## src/rtl/unidad_control_if.sv

```systemverilog
// ----------------------------------------------------------------------------
// unidad_control_if
//   Bundles the buses the control unit drives or observes: the instruction
//   memory port, the datapath control/flag signals, the data memory strobes
//   and a small debug view of the internal state.
//
//   Strobe semantics (one description for every strobe on this bus):
//     imem_rd : while high, the memory samples imem_addr on the next rising
//               edge and presents imem_data in the following cycle.
//     mem_rd  : one-cycle request; the datapath's adr_out is the address and
//               the read data is written back during the next (MEM) cycle.
//     mem_we  : one-cycle write request; the datapath's dataout is the data.
//     No strobe is held waiting for an acknowledge; there is no back-pressure.
//     At most one of imem_rd / mem_rd / mem_we is high in any cycle.
//
//   Signals
//     imem_data   in  16    instruction read data
//     flags       in  4     datapath flags {V,C,N,Z}
//     imem_addr   out PC_W  instruction address (the program counter)
//     imem_rd     out 1     instruction read strobe
//     control     out 16    datapath control word
//     Constant_IN out 4     immediate for the datapath (IR[3:0])
//     mem_rd      out 1     data memory read strobe
//     mem_we      out 1     data memory write strobe
//     halted      out 1     high while in HALT
//     dbg_state   out 3     FSM state (FETCH=0 DECODE=1 EXEC=2 MEM=3 HALT=4)
//     dbg_flags_q out 4     flags latched by the last ALU/shift instruction
//
//   Modports: master = control unit, slave = memory/datapath side.
// ----------------------------------------------------------------------------
interface unidad_control_if #(
  parameter int PC_W = 8
);
  logic [15:0]     imem_data;
  logic [3:0]      flags;
  logic [PC_W-1:0] imem_addr;
  logic            imem_rd;
  logic [15:0]     control;
  logic [3:0]      Constant_IN;
  logic            mem_rd;
  logic            mem_we;
  logic            halted;
  logic [2:0]      dbg_state;
  logic [3:0]      dbg_flags_q;

  modport master (
    input  imem_data, flags,
    output imem_addr, imem_rd, control, Constant_IN, mem_rd, mem_we, halted,
           dbg_state, dbg_flags_q
  );

  modport slave (
    output imem_data, flags,
    input  imem_addr, imem_rd, control, Constant_IN, mem_rd, mem_we, halted,
           dbg_state, dbg_flags_q
  );
endinterface

```

## src/rtl/unidad_control.sv

```systemverilog
// ----------------------------------------------------------------------------
// unidad_control
//   Control unit for unidad_procesadora. Fetches 16-bit instructions from a
//   synchronous instruction memory, decodes them and drives the datapath
//   control word, the immediate and the data memory strobes. Sequence:
//   FETCH -> DECODE -> EXEC (-> MEM for LD) -> FETCH; HALT is sticky.
//
//   Ports
//     clk    in  1   system clock, rising edge
//     reset  in  1   synchronous, active-high reset
//     step   in  1   single-step enable (only with UNIDAD_CONTROL_STEP_EN)
//     bus    master modport of unidad_control_if (see that file)
//
//   Parameters
//     PC_W      program counter / instruction address width
//     RESET_PC  program counter value after reset
//
//   Build option
//     UNIDAD_CONTROL_STEP_EN : adds the step input; FETCH idles with
//     imem_rd=0 until step is sampled high. Undefined: runs freely.
// ----------------------------------------------------------------------------
module unidad_control #(
  parameter int              PC_W     = 8,
  parameter logic [PC_W-1:0] RESET_PC = '0
) (
  input  logic clk,
  input  logic reset,
`ifdef UNIDAD_CONTROL_STEP_EN
  input  logic step,
`endif
  unidad_control_if.master bus
);

  typedef enum logic [2:0] {
    ST_FETCH  = 3'd0,
    ST_DECODE = 3'd1,
    ST_EXEC   = 3'd2,
    ST_MEM    = 3'd3,
    ST_HALT   = 3'd4
  } state_t;

  localparam logic [3:0] OP_NOP  = 4'h0;
  localparam logic [3:0] OP_MOV  = 4'h1;
  localparam logic [3:0] OP_ADD  = 4'h2;
  localparam logic [3:0] OP_SUB  = 4'h3;
  localparam logic [3:0] OP_AND  = 4'h4;
  localparam logic [3:0] OP_OR   = 4'h5;
  localparam logic [3:0] OP_XOR  = 4'h6;
  localparam logic [3:0] OP_ADDI = 4'h7;
  localparam logic [3:0] OP_LDI  = 4'h8;
  localparam logic [3:0] OP_SHL  = 4'h9;
  localparam logic [3:0] OP_SHR  = 4'hA;
  localparam logic [3:0] OP_LD   = 4'hB;
  localparam logic [3:0] OP_ST   = 4'hC;
  localparam logic [3:0] OP_BZ   = 4'hD;
  localparam logic [3:0] OP_JMP  = 4'hE;
  localparam logic [3:0] OP_HALT = 4'hF;

  state_t          r_state;
  logic [PC_W-1:0] r_pc;
  logic [15:0]     r_ir;
  logic [3:0]      r_flags_q;
  logic [15:0]     r_control;
  logic            r_imem_rd;
  logic            r_mem_rd;
  logic            r_mem_we;
  logic            r_halted;

  logic            w_go;
  logic [3:0]      w_dec_op;
  logic [1:0]      w_dec_rd, w_dec_ra, w_dec_rb;
  logic [15:0]     w_exec_control;
  logic [15:0]     w_mem_control;
  logic [3:0]      w_op;
  logic            w_alu_op;
  logic [PC_W-1:0] w_target;

`ifdef UNIDAD_CONTROL_STEP_EN
  assign w_go = step;
`else
  assign w_go = 1'b1;
`endif

  // The EXEC control word is built from the memory data during DECODE so it
  // can be registered on the DECODE->EXEC edge, together with IR.
  assign w_dec_op = bus.imem_data[15:12];
  assign w_dec_rd = bus.imem_data[11:10];
  assign w_dec_ra = bus.imem_data[9:8];
  assign w_dec_rb = bus.imem_data[7:6];

  // Control word layout: {A,B,D,WE,MB,ALU[3:0],SH[1:0],MF,MD}
  always_comb begin
    w_exec_control = 16'h0000;
    case (w_dec_op)
      OP_MOV:  w_exec_control = {w_dec_ra, w_dec_rb, w_dec_rd, 1'b1, 1'b0, 4'b0000, 2'b00, 1'b0, 1'b0};
      OP_ADD:  w_exec_control = {w_dec_ra, w_dec_rb, w_dec_rd, 1'b1, 1'b0, 4'b0010, 2'b00, 1'b0, 1'b0};
      OP_SUB:  w_exec_control = {w_dec_ra, w_dec_rb, w_dec_rd, 1'b1, 1'b0, 4'b0101, 2'b00, 1'b0, 1'b0};
      OP_AND:  w_exec_control = {w_dec_ra, w_dec_rb, w_dec_rd, 1'b1, 1'b0, 4'b1000, 2'b00, 1'b0, 1'b0};
      OP_OR:   w_exec_control = {w_dec_ra, w_dec_rb, w_dec_rd, 1'b1, 1'b0, 4'b1010, 2'b00, 1'b0, 1'b0};
      OP_XOR:  w_exec_control = {w_dec_ra, w_dec_rb, w_dec_rd, 1'b1, 1'b0, 4'b1100, 2'b00, 1'b0, 1'b0};
      OP_ADDI: w_exec_control = {w_dec_ra, w_dec_rb, w_dec_rd, 1'b1, 1'b1, 4'b0010, 2'b00, 1'b0, 1'b0};
      // LDI routes the constant through the B mux and the shifter in pass mode.
      OP_LDI:  w_exec_control = {w_dec_ra, w_dec_rb, w_dec_rd, 1'b1, 1'b1, 4'b0000, 2'b00, 1'b1, 1'b0};
      OP_SHL:  w_exec_control = {w_dec_ra, w_dec_rb, w_dec_rd, 1'b1, 1'b0, 4'b0000, 2'b10, 1'b1, 1'b0};
      OP_SHR:  w_exec_control = {w_dec_ra, w_dec_rb, w_dec_rd, 1'b1, 1'b0, 4'b0000, 2'b01, 1'b1, 1'b0};
      OP_LD:   w_exec_control = {w_dec_ra, 14'h0000};
      OP_ST:   w_exec_control = {w_dec_ra, w_dec_rb, 12'h000};
      default: w_exec_control = 16'h0000;
    endcase
  end

  assign w_op          = r_ir[15:12];
  assign w_alu_op      = (w_op >= OP_MOV) && (w_op <= OP_SHR);
  assign w_mem_control = {r_ir[9:8], 2'b00, r_ir[11:10], 1'b1, 1'b0, 4'b0000, 2'b00, 1'b0, 1'b1};
  assign w_target      = PC_W'(r_ir[7:0]);

  always_ff @(posedge clk) begin
    if (reset) begin
      r_state   <= ST_FETCH;
      r_pc      <= RESET_PC;
      r_ir      <= 16'h0000;
      r_flags_q <= 4'h0;
      r_control <= 16'h0000;
      r_imem_rd <= 1'b0;
      r_mem_rd  <= 1'b0;
      r_mem_we  <= 1'b0;
      r_halted  <= 1'b0;
    end else begin
      case (r_state)
        // FETCH is entered with imem_rd already registered high when the
        // unit may proceed; otherwise it idles with imem_rd=0 (after reset
        // or while waiting for step) and raises it once w_go is seen.
        ST_FETCH: begin
          if (r_imem_rd) begin
            r_imem_rd <= 1'b0;
            r_state   <= ST_DECODE;
          end else begin
            r_imem_rd <= w_go;
          end
        end
        ST_DECODE: begin
          r_ir      <= bus.imem_data;
          r_pc      <= r_pc + PC_W'(1);
          r_control <= w_exec_control;
          r_mem_rd  <= (w_dec_op == OP_LD);
          r_mem_we  <= (w_dec_op == OP_ST);
          r_state   <= ST_EXEC;
        end
        ST_EXEC: begin
          r_control <= 16'h0000;
          r_mem_rd  <= 1'b0;
          r_mem_we  <= 1'b0;
          if (w_alu_op) r_flags_q <= bus.flags;
          case (w_op)
            OP_LD: begin
              r_control <= w_mem_control;
              r_state   <= ST_MEM;
            end
            OP_BZ: begin
              if (r_flags_q[0]) r_pc <= w_target;
              r_imem_rd <= w_go;
              r_state   <= ST_FETCH;
            end
            OP_JMP: begin
              r_pc      <= w_target;
              r_imem_rd <= w_go;
              r_state   <= ST_FETCH;
            end
            OP_HALT: begin
              r_halted <= 1'b1;
              r_state  <= ST_HALT;
            end
            default: begin
              r_imem_rd <= w_go;
              r_state   <= ST_FETCH;
            end
          endcase
        end
        ST_MEM: begin
          r_control <= 16'h0000;
          r_imem_rd <= w_go;
          r_state   <= ST_FETCH;
        end
        ST_HALT: begin
          r_state <= ST_HALT;
        end
        default: begin
          r_state <= ST_FETCH;
        end
      endcase
    end
  end

  // Control word and strobes are forced low while reset is asserted so an
  // instruction caught mid-EXEC/MEM never produces a write in that cycle.
  assign bus.control     = reset ? 16'h0000 : r_control;
  assign bus.imem_rd     = r_imem_rd & ~reset;
  assign bus.mem_rd      = r_mem_rd & ~reset;
  assign bus.mem_we      = r_mem_we & ~reset;
  assign bus.imem_addr   = r_pc;
  assign bus.Constant_IN = r_ir[3:0];
  assign bus.halted      = r_halted;
  assign bus.dbg_state   = r_state;
  assign bus.dbg_flags_q = r_flags_q;

endmodule

```

## src/flat_wrapper.sv

```systemverilog
// flat-port wrapper written by rule: the top's interface ports become plain ports
module unidad_control_flat 
#(
  parameter int              PC_W     = 8,
  parameter logic [PC_W-1:0] RESET_PC = '0
)
  (clk, reset, bus_imem_data, bus_flags, bus_imem_addr, bus_imem_rd, bus_control, bus_Constant_IN, bus_mem_rd, bus_mem_we, bus_halted, bus_dbg_state, bus_dbg_flags_q);
  unidad_control_if #(.PC_W(PC_W)) bus_i ();
  input  logic clk;
  input  logic reset;
  input wire logic [$bits(bus_i.imem_data)-1:0] bus_imem_data;
  input wire logic [$bits(bus_i.flags)-1:0] bus_flags;
  output wire logic [$bits(bus_i.imem_addr)-1:0] bus_imem_addr;
  output wire logic [$bits(bus_i.imem_rd)-1:0] bus_imem_rd;
  output wire logic [$bits(bus_i.control)-1:0] bus_control;
  output wire logic [$bits(bus_i.Constant_IN)-1:0] bus_Constant_IN;
  output wire logic [$bits(bus_i.mem_rd)-1:0] bus_mem_rd;
  output wire logic [$bits(bus_i.mem_we)-1:0] bus_mem_we;
  output wire logic [$bits(bus_i.halted)-1:0] bus_halted;
  output wire logic [$bits(bus_i.dbg_state)-1:0] bus_dbg_state;
  output wire logic [$bits(bus_i.dbg_flags_q)-1:0] bus_dbg_flags_q;
  assign bus_i.imem_data = bus_imem_data;
  assign bus_i.flags = bus_flags;
  assign bus_imem_addr = bus_i.imem_addr;
  assign bus_imem_rd = bus_i.imem_rd;
  assign bus_control = bus_i.control;
  assign bus_Constant_IN = bus_i.Constant_IN;
  assign bus_mem_rd = bus_i.mem_rd;
  assign bus_mem_we = bus_i.mem_we;
  assign bus_halted = bus_i.halted;
  assign bus_dbg_state = bus_i.dbg_state;
  assign bus_dbg_flags_q = bus_i.dbg_flags_q;
  unidad_control #(.PC_W(PC_W), .RESET_PC(RESET_PC)) u_core (.clk(clk), .reset(reset), .bus(bus_i));
endmodule
```

## config.mk

```make
export PLATFORM = sky130hd
export DESIGN_NAME = unidad_control_flat
export DESIGN_NICKNAME = d
export VERILOG_FILES = /design/src/rtl/unidad_control_if.sv /design/src/rtl/unidad_control.sv /design/src/flat_wrapper.sv
export SDC_FILE = /design/constraint.sdc
export NUM_CORES = 1
export LEC_CHECK = 0
export BUFFER_PORTS_ARGS = -buffer_cell sky130_fd_sc_hd__buf_2
export CORE_ASPECT_RATIO = 1.1
export CORE_MARGIN = 10
export CORE_UTILIZATION = 46
export DETAILED_ROUTE_END_ITERATION = 16
export PLACE_DENSITY_LB_ADDON = 0.25
export SLEW_MARGIN = 20
export SYNTH_ARGS = -nofsm -noshare
export SYNTH_HDL_FRONTEND = slang
export SYNTH_SLANG_ARGS = --single-unit
```

## constraint.sdc

```tcl
create_clock -name clk -period 1.5 [get_ports clk]
set_input_delay 0.15 -clock clk [delete_from_list [all_inputs] [get_ports clk]]
set_output_delay 0.15 -clock clk [all_outputs]
set_load 0.02 [all_outputs]
```

Yosys cells after proc, flatten, opt, wreduce, memory -nomap -nowiden:

Cells that the tools add are included.

* logic and storage cells: 65
* flip-flop bits (word level): 51
* input port bits: 22

* add/sub/neg operators: 1
* reductions and logical operators: 10
* magnitude comparators: 2
* muxes and demuxes: 15
* bitwise operators: 4
* eq/ne operators: 24

Operator list (number)
* 16-bit case mux with 12 select lines: 1
* 16-bit case mux with 3 select lines: 1
* 4-bit == test (second input constant): 9
* 16-bit two-way mux: 2
* 8-bit case mux with 2 select lines: 2
* 4-bit by 3-bit == test with 1-bit output (second input constant): 4
* 3-bit case mux with 4 select lines: 1
* 8-bit by 1-bit adder with 8-bit output (second input constant): 1
* 4-bit by 2-bit == test with 1-bit output (second input constant): 2
* 8-bit two-way mux: 1
* 3-bit by 2-bit == test with 1-bit output (second input constant): 2
* 3-bit by 2-bit inequality test with 1-bit output (second input constant): 2
* 3-bit case mux with 2 select lines: 1
* 2-bit AND reduction: 3
* 3-bit nonzero test: 2
* 4-bit by 1-bit == test with 1-bit output (second input constant): 1
* 4-bit by 1-bit greater-or-equal comparator with 1-bit output (second input constant): 1
* 4-bit <= comparator (second input constant): 1
* 1-bit case mux with 2 select lines: 2
* 1-bit bitwise AND: 3
* 3-bit by 1-bit == test with 1-bit output (second input constant): 1
* 3-bit == test (second input constant): 1
* 3-bit zero test: 1
* 3-bit two-way mux: 1
* 9 further kinds: 10

Logic depth before layout (Yosys ltp):

* depth in word-level cells: 4
* depth in mapped cells: 6

Worst setup path before layout:

No wires, ideal clock.

* kind: register to register
* start: register u_core.r_state[1], in the netlist u_core.bus.dbg_state[1]
* end: register u_core.r_flags_q[0], in the netlist u_core.bus.dbg_flags_q[0]
* data required time: 1372 ps
* setup slack: -346 ps
* arrival: 1718 ps
* path buffers: 2
* stages on the path, launching flop included: 7
* library setup time: 128 ps
* cell sequence: dfxtp_1 > buf_4 > or3b_1 > buf_2 > a211oi_2 > mux2i_1 > nor2_1

* longest elaborated chain between the ends: 2

Ends and longest elaborated chain
* start: declaration: line unidad_control.sv:59 `state_t r_state;`
* start signal: assignment: line unidad_control.sv:119 `r_state <= ST_FETCH;`
* start signal: assignment: line unidad_control.sv:136 `r_state <= ST_DECODE;`
* start signal: assignment: line unidad_control.sv:147 `r_state <= ST_EXEC;`
* 3-bit by 2-bit == test with 1-bit output: line unidad_control.sv:129 `case (r_state)`
* 2-bit AND reduction (no line)
* end signal: assignment: line unidad_control.sv:153 `if (w_alu_op) r_flags_q <= bus.flags;`
* end: declaration: line unidad_control.sv:62 `logic [3:0] r_flags_q;`

No other way between the ends.
A chain may end at the register's enable or synchronous reset.

Worst setup path after layout:

* start: register u_core.r_state[1], in the netlist u_core.bus.dbg_state[1]
* end: register u_core.r_flags_q[3], in the netlist u_core.bus.dbg_flags_q[3]

The elaborated chain is that of the path after synthesis.

==> metrics.txt <==
status finished with violations; violated checks setup timing; worst path required time 1690 ps; number of diodes 0; Switching Share 0.272; residual DRC count 0; IO buf count 60; final worst-path cycle share 1.00; Worst Reg-to-Reg Cells 4; EDFF count, synth 0; CTS tree done; Yosys cell types 47; CP max FO 5; Mean Syn Cell Area 8.04 um2; layout cells sized above 1 0.319; vias in the first global route 2177; fmax 664 MHz; most common cell after layout, fill and taps aside buf_2; Longest Clk Path Bufs 2; Routed WL 6380 um; Rows 27; CTS clock-pin slew for the worst setup and hold paths 90 ps; clk_lat worst skew 300 ps; maxcap violations 0; clk sinks 51; Setup crit start kind register; Routed Antenna Nets 0; DR pass1 iterations 4; gpl congestion 0.797; io pins 61; Die Height 96.0 um; IR drop worst, VDD 0.000623 V; Clock power frac 0.304; top_reg_cell synth dfxtp_1; H-tree depth 2; Place WS -71.4 ps; largest net degree at the start of global routing 59; setup violators final 2; Final Skew 8.69 ps; Sw Pwr 765 uW; Initial Utilization 0.479; Metal-1 WL 2820 um; worst min path class primary input to register; number of DRC markers in iteration 0 209; Yosys reg bits 51; total die area 8540 um2; most frequent cells in the layout buf_2, dfxtp_1, nand2_1, nor2_1, a21oi_1; r2r startpoint u_core.bus.dbg_state[1]; Slew Limit Fails 0; Avg WL per Cell 14.8 um; final hold vios 0; flop-to-flop setup slack -6 ps; Hold Path End u_core.r_ir[3]; FFs w/ async S/R, synth 0; Met2 Routed Length 3020 um; Final nets 395; kind of critical path register to register; Leakage 0.00129 uW; first-pass GRT wire length 10000 um; worst-margin pin slew 476 ps; worst reg2reg endpoint u_core.bus.dbg_flags_q[3]; cell area after layout 3120 um2; Hold Path Depth 3; met3 WL 474 um; Slew headroom 0.679; Yosys warning count 0; Via Count 2329; Cell Int Power 2040 uW; via-per-instance ratio 5.40; Top Layer Used met4; critical hold path startpoint bus_imem_data[3]; Core Region 5030 um2; syn_nets 323; Mapped Area 2410 um2; power share of the combinational group 0.178; sequential fraction of the synthesis area 0.423; post-DP HPWL 4610 um; minimum clock period 1510 ps; gr usage total 0.144; GRT overflow 0; Area Growth Syn to Fin 29.1%; placed instance area 2910 um2; crit end category register; setup ws final -5.99 ps; Die Wd 89.0 um; clk root buf clkbuf_8; RSZ-0062 raised after global routing yes; synthesized instance count 300; Worst Path Arrival 1690 ps; Seq pwr share 0.518; PwrDens 901 nW/um2; CTS Buf Count 5; WHS 73.7 ps; initial antenna violation count 0
==> metal layers <==
layer  vias up  GRT usage
met5         -          0
met4         0     0.0438
met3         6     0.0533
met2        64      0.225
met1      1062      0.183
li1       1197          -
==> logic make-up after synthesis <==
kind of cell,after synthesis,synth area share
flops,51,0.423
xor+xnor,1,0.00363
simple gates,133,0.275
fa+ha+maj,2,0.00934
buf+inv,34,0.0622
mux,5,0.0213
compound gates,74,0.205
==> cells in the mapped netlist (2+ instances only) <==
cell,n,area [um2]
or3b_1,2,17.5
nor3b_1,2,15.0
o21ai_1,2,10.0
a211oi_1,3,22.5
nor2b_1,20,125
a21o_1,2,15.0
nand2b_1,2,12.5
nor3_1,9,45.0
nor4b_1,3,26.3
a41oi_1,2,17.5
clkbuf_1,18,67.6
nor4_1,4,25.0
nand2_1,43,161
a32oi_1,7,61.3
inv_1,7,26.3
nand3_1,5,25.0
o32ai_1,3,26.3
buf_4,5,37.5
o21ai_0,2,10.0
a21oi_1,35,175
a221oi_1,4,35.0
nor3b_2,2,25.0
buf_2,3,15.0
mux2i_1,4,40.0
nor2_1,34,128
and4_1,2,17.5
nand4_1,2,12.5
a22oi_1,4,30.0
dfxtp_1,51,1020
==> worst max-delay path: stages (launching register included) <==
cell	delay (ps)
dfxtp_4	370
or3b_4	390
a211oi_4	310
mux2i_1	260
nor2_1	60
==> power by group through the flow <==
stage | clock (uW) | combinational (uW) | sequential (uW)
2_1_floorplan | 0 | 304 | 1490
3_3_place_gp | 0 | 468 | 1480
3_5_place_dp | 0 | 471 | 1480
4_1_cts | 876 | 477 | 1450
5_1_grt | 926 | 553 | 1460
6_report | 853 | 498 | 1450
==> flip-flops by register name, summed over array words and instances (netlist names) <==
name / count
u_core.r_ir: 16
u_core.r_mem_rd: 1
u_core.r_control: 16
u_core.bus.dbg_state: 3
u_core.bus.halted: 1
u_core.bus.imem_addr: 8
u_core.bus.dbg_flags_q: 4
u_core.r_imem_rd: 1
u_core.r_mem_we: 1
==> per-stage QoR <==
stage / TNS [ps] / util / total power [uW] / std cells
after CTS: -23.3 / 0.600 / 2800 / 428
after global routing: -320 / 0.619 / 2940 / 431
after floorplan: -871 / - / 1790 / 300
after detailed placement: -165 / 0.578 / 1950 / 420
final: -8.56 / 0.619 / 2810 / 431
after global placement: -25.3 / 0.578 / 1950 / 420
==> worst max-delay path by stage <==
stage / start / end / slack (ps) / depth (start not counted)
3_3_place_gp: u_core.bus.dbg_state[1] / u_core.bus.dbg_flags_q[3] / -10 / 4
3_5_place_dp: u_core.bus.dbg_state[1] / u_core.bus.dbg_flags_q[3] / -70 / 4
2_1_floorplan: u_core.bus.dbg_state[0] / u_core.bus.dbg_flags_q[0] / -190 / 6
5_1_grt: u_core.bus.dbg_state[1] / u_core.bus.dbg_flags_q[3] / -60 / 4
4_1_cts: u_core.bus.dbg_state[2] / u_core.bus.imem_addr[7] / -10 / 4
6_report: u_core.bus.dbg_state[1] / u_core.bus.dbg_flags_q[3] / -6 / 4
==> final cells by class <==
type                       count  area, um2
clock buffer                   8        100
tap                           58       72.6
multi-input combinational    215       1320
sequential                    51       1030
timing repair buffer          92        561
inverter                       7       26.3
fill                         422       1920
==> what timing repair did <==
item,in CTS,in global routing
pin swaps,2,7
setup buffers,0,3
endpoints found under the setup margin,9,17
resized for setup,3,13
hold buffers,0,0
Note: power is estimated with default switching activity, not from simulation.
